File: src/rtl/drive_seq_pkg.sv
// Shared types and constants for the drive sequencer: FSM state codes and
// the common counter width.
package drive_seq_pkg;

    localparam int CNT_W = 8;
    localparam logic [CNT_W-1:0] CNT_MAX = {CNT_W{1'b1}};

    typedef enum logic [2:0] {
        ST_IDLE    = 3'd0,
        ST_DRIVE   = 3'd1,
        ST_REFUEL  = 3'd2,
        ST_HALT    = 3'd3,
        ST_ARRIVED = 3'd4
    } drive_state_t;

    // Next value of a saturating up-counter.
    function automatic logic [CNT_W-1:0] sat_inc(input logic [CNT_W-1:0] v,
                                                 input logic [CNT_W-1:0] lim);
        return (v >= lim) ? lim : v + 1'b1;
    endfunction

endpackage

File: src/rtl/drive_sequencer_thermal_guard.sv
// Thermal guard: debounces cpu_overheated into a registered shutdown command,
// holds it through a cooldown down-counter, and counts trips.
module thermal_guard
    import drive_seq_pkg::*;
#(
    parameter int OVERHEAT_DEBOUNCE = 4,
    parameter int COOLDOWN_CYCLES   = 16
) (
    input  logic             clk,
    input  logic             reset,
    input  logic             cpu_overheated,
    output logic             shut_off_computer,
    output logic [CNT_W-1:0] halt_count
);

    localparam logic [CNT_W-1:0] DEB_MAX   = CNT_W'(OVERHEAT_DEBOUNCE);
    localparam logic [CNT_W-1:0] COOL_LOAD = CNT_W'(COOLDOWN_CYCLES);

    logic [CNT_W-1:0] ot_cnt;
    logic [CNT_W-1:0] cool_cnt;
    logic             trip;
    logic             release_now;

    // The current high sample is the DEB_MAX-th in a row when ot_cnt already
    // holds DEB_MAX-1 of them.
    assign trip        = cpu_overheated && !shut_off_computer &&
                         (ot_cnt >= DEB_MAX - 1'b1);
    assign release_now = !cpu_overheated && shut_off_computer &&
                         (cool_cnt <= 1);

    always_ff @(posedge clk) begin
        if (reset) begin
            ot_cnt            <= '0;
            cool_cnt          <= '0;
            shut_off_computer <= 1'b0;
            halt_count        <= '0;
        end else if (cpu_overheated) begin
            ot_cnt <= sat_inc(ot_cnt, DEB_MAX);
            if (shut_off_computer || trip) begin
                cool_cnt <= COOL_LOAD;
            end
            if (trip) begin
                shut_off_computer <= 1'b1;
                halt_count        <= sat_inc(halt_count, CNT_MAX);
            end
        end else begin
            ot_cnt <= '0;
            if (release_now) begin
                shut_off_computer <= 1'b0;
                cool_cnt          <= '0;
            end else if (shut_off_computer) begin
                cool_cnt <= cool_cnt - 1'b1;
            end
        end
    end

endmodule

File: src/rtl/drive_sequencer.sv
// Trip controller top: drive FSM and keep_driving register around the
// thermal guard.
//
//   state   | meaning
//   --------+----------------------------------------------
//   IDLE    | parked, waiting for start
//   DRIVE   | driving, keep_driving asserted
//   REFUEL  | tank empty, drive disabled
//   HALT    | computer shut off, drive disabled
//   ARRIVED | destination reached, waits for arrived to drop
module drive_sequencer
    import drive_seq_pkg::*;
#(
    parameter int OVERHEAT_DEBOUNCE = 4,
    parameter int COOLDOWN_CYCLES   = 16
) (
    input  logic             clk,
    input  logic             reset,
    input  logic             start,
    input  logic             cpu_overheated,
    input  logic             arrived,
    input  logic             gas_tank_empty,
    output logic             shut_off_computer,
    output logic             keep_driving,
    output logic [2:0]       state,
    output logic [CNT_W-1:0] halt_count
);

    drive_state_t state_q;
    drive_state_t next_state;
    drive_state_t target;

    thermal_guard #(
        .OVERHEAT_DEBOUNCE (OVERHEAT_DEBOUNCE),
        .COOLDOWN_CYCLES   (COOLDOWN_CYCLES)
    ) u_thermal_guard (
        .clk               (clk),
        .reset             (reset),
        .cpu_overheated    (cpu_overheated),
        .shut_off_computer (shut_off_computer),
        .halt_count        (halt_count)
    );

    // Target uses the registered shutdown, so drive drops one edge after a trip.
    always_comb begin
        target = ST_DRIVE;
        if (arrived) begin
            target = ST_ARRIVED;
        end else if (shut_off_computer) begin
            target = ST_HALT;
        end else if (gas_tank_empty) begin
            target = ST_REFUEL;
        end

        next_state = state_q;
        case (state_q)
            ST_IDLE: begin
                if (start && !arrived) begin
                    next_state = target;
                end
            end
            ST_DRIVE, ST_REFUEL, ST_HALT: begin
                next_state = target;
            end
            ST_ARRIVED: begin
                if (!arrived) begin
                    next_state = ST_IDLE;
                end
            end
            default: begin
                next_state = ST_IDLE;
            end
        endcase
    end

    always_ff @(posedge clk) begin
        if (reset) begin
            state_q      <= ST_IDLE;
            keep_driving <= 1'b0;
        end else begin
            state_q      <= next_state;
            keep_driving <= (next_state == ST_DRIVE);
        end
    end

    assign state = state_q;

endmodule

File: config.mk
export PLATFORM = sky130hd
export DESIGN_NAME = drive_sequencer
export DESIGN_NICKNAME = d
export VERILOG_FILES = /design/src/rtl/drive_seq_pkg.sv /design/src/rtl/drive_sequencer_thermal_guard.sv /design/src/rtl/drive_sequencer.sv
export SDC_FILE = /design/constraint.sdc
export NUM_CORES = 1
export LEC_CHECK = 0
export BUFFER_PORTS_ARGS = -buffer_cell sky130_fd_sc_hd__buf_2
export CORE_ASPECT_RATIO = 0.75
export CORE_MARGIN = 8
export CORE_UTILIZATION = 49
export CTS_CLUSTER_DIAMETER = 60
export DETAILED_ROUTE_END_ITERATION = 10
export PLACE_DENSITY = 0.74
export SLEW_MARGIN = 10
export SYNTH_ARGS = -nofsm -noshare
export SYNTH_HDL_FRONTEND = slang
export SYNTH_SLANG_ARGS = --single-unit
File: constraint.sdc
create_clock -name clk -period 1.8 [get_ports clk]
set_clock_uncertainty 0.2 [all_clocks]
set_input_delay 0.36 -clock clk [delete_from_list [all_inputs] [get_ports clk]]
set_output_delay 0.36 -clock clk [all_outputs]
set_load 0.02 [all_outputs]
==> impl_metrics.ini, run 1 <==
[synth]
synth_seq_area_share = 0.452
synth_cell_type_count = 39
synth_ff_type = dfxtp_1
synth_most_common_cell = dfxtp_1
yosys.area.top_type = dfxtp_1
synth-compound-area-share = 0.186
synthArstFlopShare = 0
ys_top_cells_by_count = dfxtp_1, nor2_1, a21oi_1, inv_1, nor3_1
synth_edf_count = 0
synth_area_um2 = 1280
ys_ff_latch = 29
synth_area_per_cell_um2 = 8.92
synth_xor_xnor_area_share = 0.00682
synth_top_family_by_area = simple AND/OR/NAND/NOR gates
synthAdderAreaFrac = 0.0487
synthSimpleGateAreaFrac = 0.257
yosys_warnings = 0
netlist.area_leader.share = 0.452
synth_cells = 144
synth_area_leaders = dfxtp_1, nor2_1, ha_1
synthMuxAreaShare = 0.00779

[pwr]
power.share.switching = 0.271
p_int_uw = 951
ir_drop_uv = 456
power.share.clock = 0.301
power_uw = 1300
power_frac_seq = 0.533
switchingPower_uw = 354
p_per_area_nw_per_um2 = 792
leakage_uw = 0.000702
p_comb_frac = 0.166

[drt]
wl_um = 3030
via_per_inst = 5.43
remaining_drc_errors = 0
drtIter0Drc = 59
wl_per_cell_um = 13.6
drt-pass1-iter-count = 4
dr_total_vias = 1212
drtAntennaViolNets = 0

[clock_network]
cts_tree = done
clk_latency_ps = 320
holdBufCountCts = 0
clockBufferDepth = 2
clkTransAtPathRegs_ps = 80
htreeDepth = 2
cts.sinks = 29
cts_buffers = 5
clock-root-buffer = clkbuf_4

[floorplan]
ios = 19
die_h_um = 60.4
core_area_um2 = 2540
die_area_um2 = 4530
start_util = 0.505
die_w_um = 75.1
rows = 16

[outcome]
violations = negative setup slack
outcome = finished, violations left

[timing]
hold_viol = 0
setup_violations = 1
whs_ps = 25.4
min_period_over_period = 1.01
fin_setup_tns_ps = -9.93
finalWorstSetupSlack_ps = -9.93
finalMaxSlewViolations = 0
fin_crit_ps = 1810
timing.fmax_mhz = 553

[grt]
grt_remaining_overflow = 0
grt_max_degree = 15
grt_pass1_vias = 1140
antenna_found_initial = 0
grt_first_pass_wirelength_um = 4990
track_usage = 0.146

[layout]
nets = 198
drive_gt1_frac = 0.278
area_growth_pct = 28.2
final_cell_count_no_fill = 223
diodes = 0

[setup_path]
cp.arrival_ps = 1820
start_kind = flip-flop
critPathCaptureType = flip-flop
cp_max_fo = 4
required_ps = 1810
path_class = flip-flop to flip-flop

[place]
dp_slack_ps = -75.2
placed_cells = 213
hpwl_um = 2220
numPortBuffers = 18
routabilityCongestion = 0.908

[worst_hold_path]
hold_path_class = primary input to flip-flop

[flow_run]
cap_violations = 0
## logic make-up after synthesis
family / after synthesis
muxes: 1
and+or+nand+nor: 61
xor gates and xnor gates: 1
AOI/OAI and AO/OA: 33
DFF: 29
adders and majority gates: 5
buffers and inverters: 13
other: 1
## metrics by stage
| stage | utilization | area, µm² |
|---|---|---|
| CTS | 0.629 | 1600 |
| floorplan | - | 1320 |
| finish | 0.648 | 1650 |
| global route | 0.648 | 1650 |
| detailed placement | 0.607 | 1540 |
| global placement | 0.607 | 1540 |
## registers in the layout, indices dropped and copies added, names as in the netlist
signal and count:
u_thermal_guard.halt_count 8, state 3, u_thermal_guard.shut_off_computer 1, u_thermal_guard.cool_cnt 8, keep_driving 1, u_thermal_guard.ot_cnt 8
## repair_timing
action,in CTS,in global routing
setup endpoints to repair,3,11
pin swaps,1,5
resized for setup,1,6
buffers inserted,0,3
## power groups by stage
stage	clock network [µW]	registers [µW]	logic, µW
6_report	392	695	217
5_1_grt	439	700	242
4_1_cts	411	692	205
3_5_place_dp	0	707	204
3_3_place_gp	0	705	197
2_1_floorplan	0	718	118
## placed cells by master, fill, tap and decap left out, drive strengths merged
cell type / instances
conb: 5
nor4: 3
nand4: 1
buf: 35
nor2: 18
and3b: 1
nor4bb: 1
nor3: 9
o22ai: 1
or2b: 1
nand3b: 1
o31a: 1
inv: 10
a221oi: 1
a31oi: 2
a21oi: 10
nand2: 5
clkbuf: 7
a221o: 3
xnor2: 1
mux2i: 1
and3: 4
o21a: 1
a211oi: 3
and4: 2
a22oi: 1
or2: 1
a311oi: 5
nor2b: 2
ha: 5
a41oi: 1
or4: 3
o21ai: 4
dfxtp: 29
nand3: 7
nand2b: 1
and2: 1
## worst paths after layout
check | from | end | slack (ps) | cells after the start
min reg2reg | u_thermal_guard.halt_count[5] | u_thermal_guard.halt_count[5] | 300 | 2
max reg2reg | u_thermal_guard.cool_cnt[0] | u_thermal_guard.cool_cnt[7] | -10 | 6
min | gas_tank_empty | keep_driving | 30 | 2
max | u_thermal_guard.cool_cnt[0] | u_thermal_guard.cool_cnt[7] | -10 | 6
## per-layer routing
metal	GRT usage	wire, µm	part of all wire	up-vias
li1	-	-	-	611
met1	0.166	1340	0.44	568
met2	0.232	1470	0.49	27
met3	0.0545	172	0.057	6
met4	0.0790	40	0.013	0
met5	0	0	0	-
## cell type report
class / instances / area (µm²)
multi-input cells: 106 / 706
clock buffers: 7 / 55.1
inverters: 10 / 37.5
well taps: 36 / 45.0
repair buffers: 35 / 221
flip-flops and latches: 29 / 583
fillers: 230 / 895
## critical path: stages (launching register included)
cell	delay, ps
dfxtp_2	340
buf_4	130
nor4_1	340
buf_4	200
nand3b_1	90
and3_1	170
a221o_1	250
(Power assumes the default switching activity.)
==> inputs of run 2 (changes only) <==
--- a/config.mk
+++ b/config.mk
@@ -8,10 +8,10 @@
 export BUFFER_PORTS_ARGS = -buffer_cell sky130_fd_sc_hd__buf_2
 export CORE_ASPECT_RATIO = 0.75
 export CORE_MARGIN = 8
-export CORE_UTILIZATION = 49
+export CORE_UTILIZATION = 55
 export CTS_CLUSTER_DIAMETER = 60
 export DETAILED_ROUTE_END_ITERATION = 10
-export PLACE_DENSITY = 0.74
+export PLACE_DENSITY = 0.78
 export SLEW_MARGIN = 10
 export SYNTH_ARGS = -nofsm -noshare
 export SYNTH_HDL_FRONTEND = slang
==> constraint.sdc (replaced) <==
create_clock -name clk -period 2 [get_ports clk]
set_clock_uncertainty 0.2 [all_clocks]
set_input_delay 0 -clock clk [delete_from_list [all_inputs] [get_ports clk]]
set_output_delay 0 -clock clk [all_outputs]
set_load 0.02 [all_outputs]
==> impl_metrics.ini, run 2 (synthesis results as in run 1) <==
[outcome]
outcome = complete, no violations

[layout]
top_regs = u_thermal_guard.cool_cnt (8), u_thermal_guard.halt_count (8), u_thermal_guard.ot_cnt (8)
drive_gt1_frac = 0.209
area_growth_pct = 25.6
layout_commonest_cell = dfxtp_1
nets = 192
final_cell_count_no_fill = 207
layout_common_cells = dfxtp_1, nor2_1, buf_2
diodes = 0

[drt]
top_layer = met4
via_per_inst = 5.82
drtIter0Drc = 108
drt-pass1-iter-count = 4
dr_total_vias = 1204
wl_per_cell_um = 14.9
wl_um = 3090
drtAntennaViolNets = 0
wl_met1_um = 1310
remaining_drc_errors = 0
route.met3.wl_um = 154
wl_met2_um = 1590

[setup_path]
path_buf_inv = 0
slowest_stage = nor4_2
r2r_end = u_thermal_guard.cool_cnt[6]
worstSetupEndpoint = u_thermal_guard.cool_cnt[6]
rr_worst_depth = 4
path_class = flip-flop to flip-flop
required_ps = 2020
start_kind = flip-flop
critPathMaxStageDelay_ps = 540
path_cells = nor4_2, a311oi_4, and3_1, a221o_1
startpoint = u_thermal_guard.cool_cnt[2]
cp.depth = 4
cp_max_fo = 7
reg2reg_from = u_thermal_guard.cool_cnt[2]
critPathCaptureType = flip-flop
cp.arrival_ps = 1950
r2r_slack_ps = 70
critPathTopFamily = simple AND/OR/NAND/NOR gates

[clock_network]
cts_buffers = 5
htreeDepth = 2
clockBufferDepth = 2
clock-root-buffer = clkbuf_4
clk_latency_ps = 320
cts_tree = done
cts.sinks = 29
clkTransAtPathRegs_ps = 100

[floorplan]
die_h_um = 57.9
core_area_um2 = 2250
ios = 19
die_w_um = 71.8
rows = 15
die_area_um2 = 4160
start_util = 0.571

[timing]
timing.fmax_mhz = 518
setup_violations = 0
hold_viol = 0
worst_pin_slew_ps = 516
min_period_over_period = 0.964
relSlewSlack = 0.653
fin_crit_ps = 1930
finalWorstSetupSlack_ps = 71.2
finalMaxSlewViolations = 0
fin_setup_tns_ps = 0
whs_ps = 275

[pwr]
power_frac_seq = 0.481
leakage_uw = 0.000681
p_comb_frac = 0.138
ir_drop_uv = 496
power.share.clock = 0.382
power_uw = 1310
p_per_area_nw_per_um2 = 810
p_int_uw = 977
switchingPower_uw = 330
power.share.switching = 0.253

[grt]
antenna_found_initial = 0
grt_first_pass_wirelength_um = 4980
track_usage = 0.154
grt_pass1_vias = 1109
grt_remaining_overflow = 0
grt_max_degree = 18

[flow_run]
cap_violations = 0

[place]
hpwl_um = 2060
dp_slack_ps = 52.7
placed_cells = 192
routabilityCongestion = 0.806
numPortBuffers = 18

[worst_hold_path]
hold_path_class = primary input to flip-flop
==> run 2: area by class of cell <==
cell class	count	area (µm²)
multi-input combinational	106	687
fill	169	638
sequential	29	583
timing repair buffer	29	190
clock buffer	7	55.1
inverter	10	37.5
tap	25	31.3
clock inverter	1	30.0
==> run 2: tightest hold or removal path, delay by kind of cell <==
family / cells / cell delay [ps]
buf+inv: 2 / 680
compound gates: 1 / 60
==> run 2: how the worst min path moves through the flow <==
| stage | cells after the start | slack (ps) | from | end |
|---|---|---|---|---|
| global placement | 2 | -0.7 | gas_tank_empty | keep_driving |
| finish | 3 | 280 | gas_tank_empty | state[0] |
| CTS | 3 | 220 | gas_tank_empty | state[0] |
| floorplan | 1 | -120 | gas_tank_empty | keep_driving |
| detailed placement | 2 | 6 | gas_tank_empty | keep_driving |
| global route | 3 | 280 | gas_tank_empty | state[0] |
==> run 2: per-stage QoR <==
stage                     cell area [µm²]  utilization
after floorplan                      1300            -
after global placement               1440        0.639
after detailed placement             1440        0.639
after CTS                            1580        0.703
after global routing                 1610        0.717
final                                1610        0.717
==> run 2: power by group through the flow <==
stage | sequential [µW] | combinational, µW | clock [µW]
6_report | 629 | 180 | 499
5_1_grt | 633 | 196 | 531
4_1_cts | 627 | 167 | 505
2_1_floorplan | 646 | 100 | 0
3_5_place_dp | 640 | 158 | 0
3_3_place_gp | 637 | 153 | 0
==> run 2: routing by layer <==
metal | vias up | track usage
met5 | - | 0
met4 | 0 | 0.0609
met3 | 6 | 0.0551
met2 | 31 | 0.263
met1 | 567 | 0.171
li1 | 600 | -
==> run 2: what timing repair did <==
action,CTS,global route
setup endpoints to repair,0,6
hold buffers,6,0
buffers inserted,0,1
endpoints found under the hold margin,21,0
resized for setup,0,7
==> inputs of run 3 (changes only) <==
--- a/config.mk
+++ b/config.mk
@@ -15,4 +15,5 @@
 export SLEW_MARGIN = 10
 export SYNTH_ARGS = -nofsm -noshare
 export SYNTH_HDL_FRONTEND = slang
+export SYNTH_HIERARCHICAL = 1
 export SYNTH_SLANG_ARGS = --single-unit
==> impl_metrics.ini, run 3 <==
[outcome]
outcome = complete, no violations

[setup_path]
path_cells = inv_1, ha_1, or2_2, a311o_1, nor3_1, a211o_1
cp_max_fo = 5
rr_worst_depth = 6
path_buf_inv = 1
critPathMaxStageDelay_ps = 380
path_class = flip-flop to flip-flop
slowest_stage = dfxtp_1
required_ps = 2070
cp.arrival_ps = 1970
critPathCaptureType = flip-flop
critPathTopFamily = simple AND/OR/NAND/NOR gates
cp.depth = 6
start_kind = flip-flop

[layout]
fillCellCount = 197
stdcell_area_um2 = 1630
layout_commonest_cell = dfxtp_1
fin_util = 0.706
top_regs = u_thermal_guard/cool_cnt (8), u_thermal_guard/halt_count (8), u_thermal_guard/ot_cnt (8)
diodes = 0
area_growth_pct = 21.7
drive_gt1_frac = 0.236
layout_common_cells = dfxtp_1, buf_2, nor2_1
nets = 185

[synth]
yosys_warnings = 6
synth_most_common_cell = dfxtp_1
synthArstFlopShare = 0
netlist.area_leader.share = 0.433
synth_area_um2 = 1340
ys_ff_latch = 29
synth_cells = 139
synth_area_leaders = dfxtp_1, nor2_1, ha_1
synth_edf_count = 0
synth_cell_type_count = 42
synth_area_per_cell_um2 = 9.64
synth_seq_area_share = 0.433
yosys.area.top_type = dfxtp_1
ys_top_cells_by_count = dfxtp_1, nor2_1, a21oi_1
synth_ff_type = dfxtp_1

[grt]
grt_use_met1 = 0.174
grt_pass1_vias = 1094
track_usage = 0.150
grt_max_degree = 20
met3_usage = 0.0814
antenna_found_initial = 0
met2_usage = 0.229
grt_remaining_overflow = 0
grt_first_pass_wirelength_um = 4890
busiest_layer = met2

[timing]
finalWorstSetupSlack_ps = 103
relSlewSlack = 0.658
fin_crit_ps = 1900
min_period_over_period = 0.949
timing.fmax_mhz = 527
rsz0062_at_grt = false
finalMaxSlewViolations = 0
setup_violations = 0
fin_setup_tns_ps = 0
hold_viol = 0
worst_pin_slew_ps = 510

[clock_network]
cts_buffers = 5
clkTransAtPathRegs_ps = 80
clock-root-buffer = clkbuf_4
cts.sinks = 29
cts_setup_buffers = 0
clk_latency_ps = 330
htreeDepth = 2
cts_tree = done
clockBufferDepth = 2

[drt]
drtIter0Drc = 44
drt-pass1-iter-count = 4
wl_um = 2870
remaining_drc_errors = 0
drtAntennaViolNets = 0
via_per_inst = 5.57
wl_per_cell_um = 13.8
dr_total_vias = 1158

[floorplan]
ios = 19
die_h_um = 58.7
die_w_um = 73.0
die_area_um2 = 4290
core_area_um2 = 2310
start_util = 0.580
rows = 15

[worst_hold_path]
holdPathStages = 4
hold_path_class = primary input to flip-flop

[pwr]
power_frac_seq = 0.541
switchingPower_uw = 326
ir_drop_uv = 474
p_comb_frac = 0.161
power.share.clock = 0.298
leakage_uw = 0.000678
p_int_uw = 849
power.share.switching = 0.278
p_per_area_nw_per_um2 = 721

[flow_run]
cap_violations = 0

[place]
dp_slack_ps = 105
hpwl_um = 2040
numPortBuffers = 18
routabilityCongestion = 0.836
placed_cell_area_um2 = 1490
run 3: changes by cell type in the layout (fill, tap and decap cells not counted), sizes merged, moves of 3 or more:
cell and change:
a211oi +5, nor3 +4, or4 -3, inv -5
buf -4, nand3 -3, a221o -3, nand2b +3
run 3: power groups by stage:
| stage | Clock (µW) | Sequential [µW] | Combinational, µW |
|---|---|---|---|
| 2_1_floorplan | 0 | 655 | 118 |
| 3_3_place_gp | 0 | 647 | 166 |
| 3_5_place_dp | 0 | 649 | 172 |
| 4_1_cts | 356 | 636 | 182 |
| 5_1_grt | 389 | 641 | 208 |
| 6_report | 350 | 636 | 189 |
run 3: cell type report:
type	instances	area, µm²	share of cell area
Clock buffer	7	55.1	0.0338
Inverter	5	18.8	0.0115
Multi-Input combinational cell	107	764	0.469
Sequential cell	29	582	0.357
Tap cell	34	42.5	0.0261
Timing Repair Buffer	26	168	0.103
run 3: kinds of logic after synthesis:
| family | share of synthesized area |
|---|---|
| and+or+nand+nor | 0.286 |
| xor gates and xnor gates | 0.0131 |
| DFF | 0.433 |
| adders and majority gates | 0.0467 |
| other | 0.00280 |
| AOI/OAI and AO/OA | 0.199 |
| buffers and inverters | 0.0196 |
run 3: worst paths after layout:
| path | start | to | slack (ps) |
|---|---|---|---|
| hold reg to reg | u_thermal_guard/halt_count[1] | u_thermal_guard/halt_count[1] | 330 |
| setup / recovery | u_thermal_guard/cool_cnt[1] | u_thermal_guard/cool_cnt[5] | 100 |
| setup reg to reg | u_thermal_guard/cool_cnt[1] | u_thermal_guard/cool_cnt[5] | 100 |
| hold / removal | arrived | state[0] | 320 |
run 3: routing by layer:
metal	vias up	share of wire	routed length (µm)
met4	0	0.012	34
li1	587	-	-
met5	-	0	0
met2	31	0.46	1330
met3	5	0.074	213
met1	535	0.45	1290
run 3: repair_timing:
item	CTS	global route
endpoints found under the setup margin	0	4
hold buffers	7	0
hold endpoints to repair	17	0
gates resized for setup	0	3
run 3: worst reg2reg max path: cells and delay by family, from the launching register on:
family / cells / cell delay, ps
AO/OA/AOI/OAI: 2 / 440
AND/OR/NAND/NOR: 2 / 550
adder cells (fa/ha/maj): 1 / 190
buffers and inverters: 1 / 80
flip-flops: 1 / 380
run 3: metrics by stage:
step	cells	total power (µW)	hold slack [ps]
floorplan	143	773	-130
global placement	194	812	-4.94
detailed placement	194	821	3.37
CTS	208	1170	311
global route	208	1240	330
finish	208	1180	315
